==> src/rtl/button_conditioner.sv <==
// -----------------------------------------------------------------------------
// button_conditioner
// Conditions three raw, active-low, asynchronous pushbuttons into clean
// one-cycle strobes for an up/down counter.
//   Each button: 2-flop synchronizer -> saturating debounce counter ->
//   stable pressed level -> rising-edge press event -> priority arbitration
//   -> registered pulse.
//
// Optional feature (macro BTN_AUTOREPEAT_EN): an increment/decrement
// auto-repeat FSM (IDLE -> DELAY -> REPEAT). Without the macro there is
// exactly one pulse per debounced press.
//
// Parameters:
//   DEBOUNCE_CYCLES  consecutive differing cycles before the stable state flips
//   REPEAT_DELAY     hold cycles before the first auto-repeat pulse
//   REPEAT_PERIOD    cycles between subsequent auto-repeat pulses
//
// Ports:
//   clk                single system clock, rising edge
//   rst_n              asynchronous active-low reset
//   btn_increment_raw  raw increment button, pressed = 0
//   btn_decrement_raw  raw decrement button, pressed = 0
//   btn_reset_raw      raw counter-clear button, pressed = 0
//   inc_pulse          one-cycle increment strobe
//   dec_pulse          one-cycle decrement strobe
//   clr_pulse          one-cycle clear strobe
//   btn_state          debounced pressed levels {reset, decrement, increment}
// -----------------------------------------------------------------------------
module button_conditioner #(
  parameter int unsigned DEBOUNCE_CYCLES = 16,
  parameter int unsigned REPEAT_DELAY    = 64,
  parameter int unsigned REPEAT_PERIOD   = 16
) (
  input  logic       clk,
  input  logic       rst_n,
  input  logic       btn_increment_raw,
  input  logic       btn_decrement_raw,
  input  logic       btn_reset_raw,
  output logic       inc_pulse,
  output logic       dec_pulse,
  output logic       clr_pulse,
  output logic [2:0] btn_state
);

  localparam int unsigned   CW      = $clog2(DEBOUNCE_CYCLES + 1);
  localparam logic [CW-1:0] DB_LAST = CW'(DEBOUNCE_CYCLES - 1);

  // Bit order everywhere: [2]=clear, [1]=decrement, [0]=increment.
  logic [2:0]         raw_n;
  logic [2:0]         sync1_q, sync1_d;
  logic [2:0]         sync2_q, sync2_d;
  logic [2:0]         stable_q, stable_d;       // 1 = pressed
  logic [2:0]         stable_dly_q, stable_dly_d;
  logic [2:0][CW-1:0] cnt_q, cnt_d;
  logic               inc_pulse_q, inc_pulse_d;
  logic               dec_pulse_q, dec_pulse_d;
  logic               clr_pulse_q, clr_pulse_d;

  logic [2:0] evt;
  logic       accept_inc;
  logic       accept_dec;
  logic       accept_clr;
  logic       rep_inc;
  logic       rep_dec;

  assign raw_n = {btn_reset_raw, btn_decrement_raw, btn_increment_raw};

  // Synchronizers and debounce counters.
  always_comb begin
    sync1_d      = raw_n;
    sync2_d      = sync1_q;
    stable_d     = stable_q;
    stable_dly_d = stable_q;
    cnt_d        = cnt_q;
    for (int unsigned i = 0; i < 3; i++) begin
      if (~sync2_q[i] == stable_q[i]) begin
        cnt_d[i] = '0;
      end else if (cnt_q[i] >= DB_LAST) begin
        // This cycle is the DEBOUNCE_CYCLES-th differing one: flip and clear.
        // The >= also keeps the counter from ever passing its limit.
        stable_d[i] = ~stable_q[i];
        cnt_d[i]    = '0;
      end else begin
        cnt_d[i] = cnt_q[i] + CW'(1);
      end
    end
  end

  // Press events: released->pressed only.
  assign evt = stable_q & ~stable_dly_q;

  // Clear wins; simultaneous inc+dec cancel each other.
  assign accept_clr = evt[2];
  assign accept_inc = evt[0] & ~evt[1] & ~evt[2];
  assign accept_dec = evt[1] & ~evt[0] & ~evt[2];

`ifdef BTN_AUTOREPEAT_EN
  typedef enum logic [1:0] {
    ST_IDLE,
    ST_DELAY,
    ST_REPEAT
  } rep_state_e;

  localparam int unsigned   RMAX    = (REPEAT_DELAY > REPEAT_PERIOD) ? REPEAT_DELAY : REPEAT_PERIOD;
  localparam int unsigned   RW      = $clog2(RMAX + 1);
  localparam logic [RW-1:0] RD_LAST = RW'(REPEAT_DELAY - 1);
  localparam logic [RW-1:0] RP_LAST = RW'(REPEAT_PERIOD - 1);

  rep_state_e    state_q, state_d;
  logic          dir_q, dir_d;   // 0 = increment, 1 = decrement
  logic [RW-1:0] rcnt_q, rcnt_d;
  logic          held;
  logic          rep_fire;

  always_ff @(posedge clk or negedge rst_n) begin
    if (!rst_n) begin
      state_q <= ST_IDLE;
      dir_q   <= 1'b0;
      rcnt_q  <= '0;
    end else begin
      state_q <= state_d;
      dir_q   <= dir_d;
      rcnt_q  <= rcnt_d;
    end
  end

  always_comb begin
    state_d  = state_q;
    dir_d    = dir_q;
    rcnt_d   = rcnt_q;
    rep_fire = 1'b0;
    // Held means the tracked button alone is down (the other direction aborts).
    held = dir_q ? (stable_q[1] & ~stable_q[0]) : (stable_q[0] & ~stable_q[1]);
    if (accept_inc || accept_dec) begin
      state_d = ST_DELAY;
      dir_d   = accept_dec;
      rcnt_d  = '0;
    end else if (!held || accept_clr) begin
      state_d = ST_IDLE;
      rcnt_d  = '0;
    end else begin
      unique case (state_q)
        ST_DELAY: begin
          if (rcnt_q >= RD_LAST) begin
            rep_fire = 1'b1;
            state_d  = ST_REPEAT;
            rcnt_d   = '0;
          end else begin
            rcnt_d = rcnt_q + RW'(1);
          end
        end
        ST_REPEAT: begin
          if (rcnt_q >= RP_LAST) begin
            rep_fire = 1'b1;
            rcnt_d   = '0;
          end else begin
            rcnt_d = rcnt_q + RW'(1);
          end
        end
        default: begin
          state_d = ST_IDLE;
          rcnt_d  = '0;
        end
      endcase
    end
  end

  assign rep_inc = rep_fire & ~dir_q;
  assign rep_dec = rep_fire &  dir_q;
`else
  logic unused_repeat_cfg;
  assign unused_repeat_cfg = ^{REPEAT_DELAY, REPEAT_PERIOD};
  assign rep_inc = 1'b0;
  assign rep_dec = 1'b0;
`endif

  always_comb begin
    clr_pulse_d = accept_clr;
    inc_pulse_d = accept_inc | rep_inc;
    dec_pulse_d = accept_dec | rep_dec;
  end

  always_ff @(posedge clk or negedge rst_n) begin
    if (!rst_n) begin
      sync1_q      <= '1;
      sync2_q      <= '1;
      stable_q     <= '0;
      stable_dly_q <= '0;
      cnt_q        <= '0;
      inc_pulse_q  <= 1'b0;
      dec_pulse_q  <= 1'b0;
      clr_pulse_q  <= 1'b0;
    end else begin
      sync1_q      <= sync1_d;
      sync2_q      <= sync2_d;
      stable_q     <= stable_d;
      stable_dly_q <= stable_dly_d;
      cnt_q        <= cnt_d;
      inc_pulse_q  <= inc_pulse_d;
      dec_pulse_q  <= dec_pulse_d;
      clr_pulse_q  <= clr_pulse_d;
    end
  end

  assign inc_pulse = inc_pulse_q;
  assign dec_pulse = dec_pulse_q;
  assign clr_pulse = clr_pulse_q;
  assign btn_state = stable_q;

endmodule

==> config.mk <==
export PLATFORM = sky130hd
export DESIGN_NAME = button_conditioner
export DESIGN_NICKNAME = d
export VERILOG_FILES = /design/src/rtl/button_conditioner.sv
export SDC_FILE = /design/constraint.sdc
export NUM_CORES = 1
export LEC_CHECK = 0
export BUFFER_PORTS_ARGS = -buffer_cell sky130_fd_sc_hd__clkbuf_2
export CAP_MARGIN = 20
export CORE_MARGIN = 8
export CORE_UTILIZATION = 37
export CTS_BUF_LIST = sky130_fd_sc_hd__clkbuf_4
export DETAILED_ROUTE_END_ITERATION = 10
export SLEW_MARGIN = 20
export SYNTH_ARGS = -nofsm -noshare
export SYNTH_HDL_FRONTEND = slang
export SYNTH_SLANG_ARGS = --single-unit
==> constraint.sdc <==
create_clock -name clk -period 3.7 [get_ports clk]
set_clock_uncertainty 0.1 [all_clocks]
set_input_delay 0.37 -clock clk [delete_from_list [all_inputs] [get_ports clk]]
set_output_delay 0.37 -clock clk [all_outputs]
set_load 0.05 [all_outputs]
==> metrics.json, run 1 <==
{
  "critical_path": {
    "endpoint_kind_of_the_worst_setup_timing_path": "register",
    "worst_ep_required_time_ns": 3.81,
    "timing.critical_path.fanout_max": 4,
    "cp_data_arrival_time_ns": 1.80,
    "setup.worst_path.class": "reg2reg",
    "timing.critical_path.from_type": "register"
  },
  "global_routing": {
    "maximum_number_of_pins_on_one_net_before_global_route_repair": 31,
    "grt_pass1_wl_um": 3020,
    "groute.usage.overall_pct": 7.67,
    "grt.overflow.total": 0,
    "antenna_found_initial": 0,
    "via_count_of_the_first_global_routing_pass": 720
  },
  "status": {
    "violated_checks": "hold timing",
    "outcome": "finished with violations"
  },
  "sta": {
    "slew_headroom_pct": 53.7,
    "maxSlewViolCount": 0,
    "setup_violations": 0,
    "period_share_pct": 45.5,
    "clock.fmax_ghz": 0.594,
    "hold_viol": 20,
    "final.min_clock_period_ns": 1.68,
    "timing.setup.tns_ns": 0,
    "timing_worst_slew_pin_value_ns": 0.695,
    "hold-worst-slack_ns": -0.0143,
    "grt_setup_unrepaired": "no"
  },
  "floorplan": {
    "start_util_pct": 38.3,
    "standard_cell_row_count": 20,
    "core_mm2": 0.00300,
    "dieWidth_um": 71.8,
    "floorplan.die.height_um": 71.8,
    "die_area_mm2": 0.00515,
    "io_pins": 11
  },
  "detailed_routing": {
    "drt_iter0_markers": 27,
    "wire_per_inst_um": 10.8,
    "route.vias.total": 685,
    "remaining_drc_errors": 0,
    "detail-route-antenna-nets": 0,
    "dr.pass1.iters": 4,
    "post_drt_via_cell_ratio": 4.66,
    "routed_wl_um": 1580
  },
  "cts": {
    "post-cts-setup-buffers": 0,
    "clockRootBuffer": "sky130_fd_sc_hd__clkbuf_4",
    "cts_tree": "done",
    "insertion_delay_ns": 0.31,
    "htree_levels": 2,
    "cts_hold_repair.buffers": 0,
    "cts.clk_slew.worst_paths_ns": 0.09,
    "cts_made_buffers": 5,
    "cts_buffer_depth": 2,
    "number_of_gates_given_a_new_drive_strength_after_cts": 0,
    "sinks_on_the_clock_net": 30
  },
  "power": {
    "cellLeakagePower_nw": 0.666,
    "power-per-cell-area_mw_per_mm2": 425,
    "vdd.ir_drop.worst_mv": 0.238
  },
  "place": {
    "dp_hpwl_um": 1140,
    "place.port_buffers": 10,
    "gp_routability_congestion": 0.782
  },
  "min_path": {
    "min_path_type": "in2async"
  },
  "finish": {
    "most_frequent_standard_cell_in_the_layout_excluding_fill_and_tap_cells": "sky130_fd_sc_hd__dfrtp_1",
    "final_core_utilization_pct": 43.8,
    "layout-drive-gt1-share_pct": 24.6,
    "commonest_cells_after_routing_fill_and_taps_aside": "sky130_fd_sc_hd__dfrtp_1, sky130_fd_sc_hd__nor2_1, sky130_fd_sc_hd__clkbuf_2",
    "filler_cell_count": 286,
    "n_antenna_cell": 0,
    "final_nets": 124,
    "areaGrowthSynthToFinish_pct": 14.3
  },
  "yosys": {
    "mappedNetlistArea_mm2": 0.00115,
    "synth_cell_type_count": 22,
    "register_bit_total_from_synthesis": 30,
    "netlist.area_leader.share_pct": 52.2,
    "synth_sequential_area_ratio_pct": 65.9,
    "synth_warn": 0,
    "post_synth.cell_area_avg_um2": 12.2,
    "syn-num-nets": 105,
    "netlist.top_cell.by_area": "sky130_fd_sc_hd__dfrtp_1",
    "post_synth_main_area_contributors": "sky130_fd_sc_hd__dfrtp_1, sky130_fd_sc_hd__dfstp_2, sky130_fd_sc_hd__ha_1",
    "syn-instance-count": 94
  },
  "job": {
    "drv.max_cap_violation_count": 0
  }
}
-- cell usage after synthesis (all sizes together) --
cell type	number
a31oi	2
and3	3
inv	7
nand2	4
dfstp	6
ha	6
nor2	19
nor4	1
o21ai	1
nand4	3
mux2i	1
a21oi	2
nor2b	2
a31o	2
nand3	4
xor2	1
dfrtp	24
xnor2	6
-- registers in the layout (all words and copies together) (netlist names) --
signal        count
inc_pulse         1
btn_state         3
sync1_q           3
dec_pulse         1
cnt_q            15
sync2_q           3
clr_pulse         1
stable_dly_q      3
-- where the power goes --
| group | switching (mW) | internal [mW] |
|---|---|---|
| registers | 0.00948 | 0.342 |
| logic | 0.0172 | 0.0125 |
| clock network | 0.0999 | 0.0786 |
| total | 0.127 | 0.433 |
-- worst paths after layout --
check | startpoint | to | slack, ns | cells after the start
max | cnt_q[5]$_DFF_PN0_ | btn_state[1]$_DFFE_PN0P_ | 2.02 | 6
min | rst_n | cnt_q[7]$_DFF_PN0_ | -0.01 | 1
max reg2reg | cnt_q[5]$_DFF_PN0_ | btn_state[1]$_DFFE_PN0P_ | 2.02 | 6
min reg2reg | sync1_q[2]$_DFF_PN1_ | sync2_q[2]$_DFF_PN1_ | 0.26 | 0
max in group asynchronous | rst_n | cnt_q[11]$_DFF_PN0_ | 3.06 | 1
min in group clk | btn_reset_raw | sync1_q[2]$_DFF_PN1_ | 0.04 | 1
-- logic make-up (layout without fill, tap and decap cells) --
| group | count (synthesis) | in the layout | synth area share, % |
|---|---|---|---|
| fa+ha+maj | 6 | 6 | 6.52 |
| buf+inv | 7 | 27 | 2.28 |
| compound gates | 7 | 7 | 3.91 |
| flops | 30 | 30 | 65.9 |
| mux | 1 | 1 | 0.870 |
| simple gates | 36 | 36 | 15.2 |
| xor+xnor | 7 | 7 | 5.33 |
-- per-layer routing --
| layer | vias to the layer above | track usage, % | share of wire [%] |
|---|---|---|---|
| li1 | 349 | - | - |
| met1 | 319 | 8.22 | 49 |
| met2 | 12 | 11.3 | 43 |
| met3 | 5 | 4.46 | 5.7 |
| met4 | 0 | 4.76 | 2.3 |
| met5 | - | 0 | 0 |
-- per-stage QoR --
step | setup slack, ns | cell area, µm² | power (mW) | cells | hold slack, ns
5_1_grt | 1.90 | 1320 | 0.590 | 147 | 0.0143
4_1_cts | 2.01 | 1300 | 0.572 | 145 | 0.00857
3_3_place_gp | 2.08 | 1240 | 0.386 | 137 | 0.246
6_report | 2.02 | 1320 | 0.560 | 147 | -0.0143
3_5_place_dp | 2.02 | 1240 | 0.387 | 137 | 0.247
2_1_floorplan | 2.10 | 1150 | 0.374 | 94 | -0.0256
-- final cells by class --
type	count	area, µm²	area share [%]
Sequential cell	30	758	57.6
Inverter	7	26.3	2.00
Clock inverter	2	8.76	0.665
Timing Repair Buffer	12	70.1	5.32
Multi-Input combinational cell	57	367	27.9
Tap cell	33	41.3	3.14
Clock buffer	6	45.0	3.42
-- worst max-delay path, cell delays in order, from the launching register on --
cell	delay, ns
sky130_fd_sc_hd__dfrtp_1	0.41
sky130_fd_sc_hd__ha_1	0.23
sky130_fd_sc_hd__and3_2	0.21
sky130_fd_sc_hd__ha_1	0.18
sky130_fd_sc_hd__nor2_2	0.14
sky130_fd_sc_hd__a21oi_1	0.09
sky130_fd_sc_hd__a31o_2	0.21
Note: power is estimated with default switching activity, not from simulation.
==> inputs of run 2 (changes only) <==
--- a/config.mk
+++ b/config.mk
@@ -5,6 +5,7 @@
 export SDC_FILE = /design/constraint.sdc
 export NUM_CORES = 1
 export LEC_CHECK = 0
+export ABC_AREA = 1
 export BUFFER_PORTS_ARGS = -buffer_cell sky130_fd_sc_hd__clkbuf_2
 export CAP_MARGIN = 20
 export CORE_MARGIN = 8
==> constraint.sdc (replaced) <==
create_clock -name clk -period 1.7 [get_ports clk]
set_clock_uncertainty 0.1 [all_clocks]
set_input_delay 0.17 -clock clk [delete_from_list [all_inputs] [get_ports clk]]
set_output_delay 0.17 -clock clk [all_outputs]
set_load 0.05 [all_outputs]
==> run 2 against run 1 <==
Net effect: the run now ends clean; power grew 120%; worst hold slack gained 0.27 ns; count of clock-buffer cells in the layout unchanged; critical path type unchanged; critical endpoint unchanged; largest power group unchanged; highest routed layer unchanged.
==> metrics.json, run 2 <==
{
  "job": {
    "drv.max_cap_violation_count": 0
  },
  "finish": {
    "finalInstanceArea_mm2": 0.00144,
    "register_with_the_highest_flop_count": "cnt_q",
    "layout-drive-gt1-share_pct": 20.3,
    "largest_reg_flops": 15,
    "final_nets": 158,
    "n_antenna_cell": 0,
    "areaGrowthSynthToFinish_pct": 16.7,
    "multiInputGateArea_um2": 420,
    "commonest_cells_after_routing_fill_and_taps_aside": "sky130_fd_sc_hd__nand2_1, sky130_fd_sc_hd__dfrtp_1, sky130_fd_sc_hd__nor2_1",
    "most_frequent_standard_cell_in_the_layout_excluding_fill_and_tap_cells": "sky130_fd_sc_hd__nand2_1",
    "filler_cell_count": 306,
    "final_core_utilization_pct": 44.0,
    "seqCellArea_um2": 758
  },
  "global_routing": {
    "via_count_of_the_first_global_routing_pass": 790,
    "maximum_number_of_pins_on_one_net_before_global_route_repair": 31,
    "antenna_found_initial": 0,
    "groute.usage.overall_pct": 8.67,
    "grt.overflow.total": 0,
    "grt_pass1_wl_um": 3410
  },
  "critical_path": {
    "setup.worst_path.class": "reg2reg",
    "crit_path_cell_trace": "ha_1 -> nand2_1 -> nor2_1 -> ha_1 -> nor2_1 -> nand2_2 -> nand2_1 -> nand2_1",
    "critical-path-slowest-cell": "sky130_fd_sc_hd__dfrtp_1",
    "timing.critical_path.from_type": "register",
    "endpoint_kind_of_the_worst_setup_timing_path": "register",
    "worst_ep_required_time_ns": 1.83,
    "r2r_cells": 8,
    "critPathMaxStageDelay_ns": 0.42,
    "crit_top_cell": "sky130_fd_sc_hd__nand2_1",
    "cp_data_arrival_time_ns": 1.68,
    "timing.critical_path.fanout_max": 5
  },
  "detailed_routing": {
    "routed_wl_um": 1910,
    "wire_per_inst_um": 9.84,
    "dr.pass1.iters": 4,
    "post_drt_via_cell_ratio": 4.27,
    "drt_iter0_markers": 25,
    "detail-route-antenna-nets": 0,
    "route.vias.total": 829,
    "remaining_drc_errors": 0
  },
  "cts": {
    "post-cts-setup-buffers": 0,
    "cts_buffer_depth": 2,
    "cts.clk_slew.worst_paths_ns": 0.08,
    "insertion_delay_ns": 0.33,
    "sinks_on_the_clock_net": 30,
    "cts_made_buffers": 5,
    "clockRootBuffer": "sky130_fd_sc_hd__clkbuf_4",
    "htree_levels": 2,
    "cts_tree": "done"
  },
  "yosys": {
    "synth.mux.area_fraction_pct": 0,
    "synth_enable_flop_cells": 0,
    "post_synth.cell_area_avg_um2": 9.82,
    "register_bit_total_from_synthesis": 30,
    "syn-num-nets": 137,
    "synthSimpleGateAreaFrac_pct": 23.5,
    "synth_compound_area_share_pct": 0,
    "netlist.area_leader.share_pct": 48.5,
    "mappedNetlistArea_mm2": 0.00124,
    "combinational_family_with_the_most_area_after_synthesis": "simple AND/OR/NAND/NOR gates",
    "synthTopCellsByCount": "sky130_fd_sc_hd__nand2_1, sky130_fd_sc_hd__dfrtp_1, sky130_fd_sc_hd__nor2_1",
    "syn-instance-count": 126,
    "synth-main-ff-cell": "sky130_fd_sc_hd__dfrtp_1",
    "synth_sequential_area_ratio_pct": 61.3,
    "post_synth_main_area_contributors": "sky130_fd_sc_hd__dfrtp_1, sky130_fd_sc_hd__dfstp_2, sky130_fd_sc_hd__nand2_1",
    "synth_warn": 0,
    "fraction_of_synthesized_cell_area_in_xor_and_xnor_cells_pct": 4.04,
    "netlist.top_cell.by_area": "sky130_fd_sc_hd__dfrtp_1",
    "synthMostInstantiatedCell": "sky130_fd_sc_hd__nand2_1",
    "synth_cell_type_count": 14,
    "synth_async_sr_flop_share_pct": 100,
    "synth-adder-area-share_pct": 6.07
  },
  "sta": {
    "setup_violations": 0,
    "clock.fmax_ghz": 0.642,
    "timing.setup.tns_ns": 0,
    "period_share_pct": 91.6,
    "hold-worst-slack_ns": 0.259,
    "timing_worst_slew_pin_value_ns": 0.716,
    "final.min_clock_period_ns": 1.56,
    "hold_viol": 0,
    "maxSlewViolCount": 0,
    "slew_headroom_pct": 52.2,
    "grt_setup_unrepaired": "no"
  },
  "place": {
    "dp_hpwl_um": 1380,
    "place.port_buffers": 10,
    "gp_routability_congestion": 0.828,
    "detailed_place.area_mm2": 0.00135
  },
  "min_path": {
    "min_path_type": "reg2reg",
    "timing.hold.worst_path_depth": 0
  },
  "floorplan": {
    "io_pins": 11,
    "dieWidth_um": 73.8,
    "start_util_pct": 37.7,
    "floorplan.die.height_um": 73.8,
    "die_area_mm2": 0.00545,
    "core_mm2": 0.00328,
    "standard_cell_row_count": 21
  },
  "status": {
    "outcome": "finished clean"
  },
  "power": {
    "vdd.ir_drop.worst_mv": 0.553,
    "power-per-cell-area_mw_per_mm2": 856,
    "cellLeakagePower_nw": 0.797
  }
}
-- run 2: changes by cell type after synthesis, moves of 4 or more --
cell and delta:
sky130_fd_sc_hd__inv_1 +10, sky130_fd_sc_hd__nand2_1 +24, sky130_fd_sc_hd__nand3_1 +4, sky130_fd_sc_hd__nor2_1 +7, sky130_fd_sc_hd__xnor2_1 -6
-- run 2: cells by family (layout without fill, tap and decap cells) --
logic type / Yosys count / in the layout
simple gates: 69 / 69
fa+ha+maj: 6 / 6
buf+inv: 17 / 39
flops: 30 / 30
xor+xnor: 4 / 4
-- run 2: path summary, 6_finish.rpt --
check                                      from                  endpoint  slack (ns)
max reg2reg                  cnt_q[5]$_DFF_PN0_  btn_state[1]$_DFFE_PN0P_        0.14
max                          cnt_q[5]$_DFF_PN0_  btn_state[1]$_DFFE_PN0P_        0.14
min                        sync1_q[0]$_DFF_PN1_      sync2_q[0]$_DFF_PN1_        0.26
max in group asynchronous                 rst_n        cnt_q[9]$_DFF_PN0_        0.73
min in group asynchronous                 rst_n        cnt_q[1]$_DFF_PN0_        0.32
min reg2reg                sync1_q[0]$_DFF_PN1_      sync2_q[0]$_DFF_PN1_        0.26
-- run 2: area by class of cell --
class / instances / area share (%)
Sequential cell: 30 / 52.5
Clock inverter: 2 / 0.607
Clock buffer: 6 / 3.12
Timing Repair Buffer: 14 / 6.24
Multi-Input combinational cell: 79 / 29.1
Tap cell: 46 / 3.99
Inverter: 17 / 4.42
-- run 2: what timing repair did --
item                                    in CTS  in global routing
gates resized for setup                      0                  2
hold buffers                                 4                  0
hold endpoints to repair                    27                  0
endpoints found under the setup margin       0                  6
-- run 2: worst max-delay path, delay by kind of cell (launching register included) --
kind          cells  cell delay (ns)
simple gates      6             0.52
flops             1             0.42
fa+ha+maj         2             0.41
-- run 2: per-stage QoR --
| stage | setup WS, ns | power, mW | instances |
|---|---|---|---|
| 4_1_cts | 0.0921 | 1.27 | 194 |
| 5_1_grt | 0.0127 | 1.30 | 194 |
| 6_report | 0.143 | 1.24 | 194 |
| 3_3_place_gp | 0.164 | 0.842 | 182 |
| 3_5_place_dp | 0.105 | 0.845 | 182 |
| 2_1_floorplan | 0.261 | 0.814 | 126 |
-- run 2: layer usage --
layer	vias up	share of wire [%]	track usage, %
met1	374	44	8.90
li1	432	-	-
met2	15	46	12.7
met5	-	0	0
met4	0	4.3	8.65
met3	8	5.9	3.82
-- run 2: power by group --
part           internal [mW]  switching, mW  total [mW]
Clock                  0.171          0.230       0.400
Sequential             0.744         0.0206       0.765
Combinational         0.0314         0.0400      0.0714
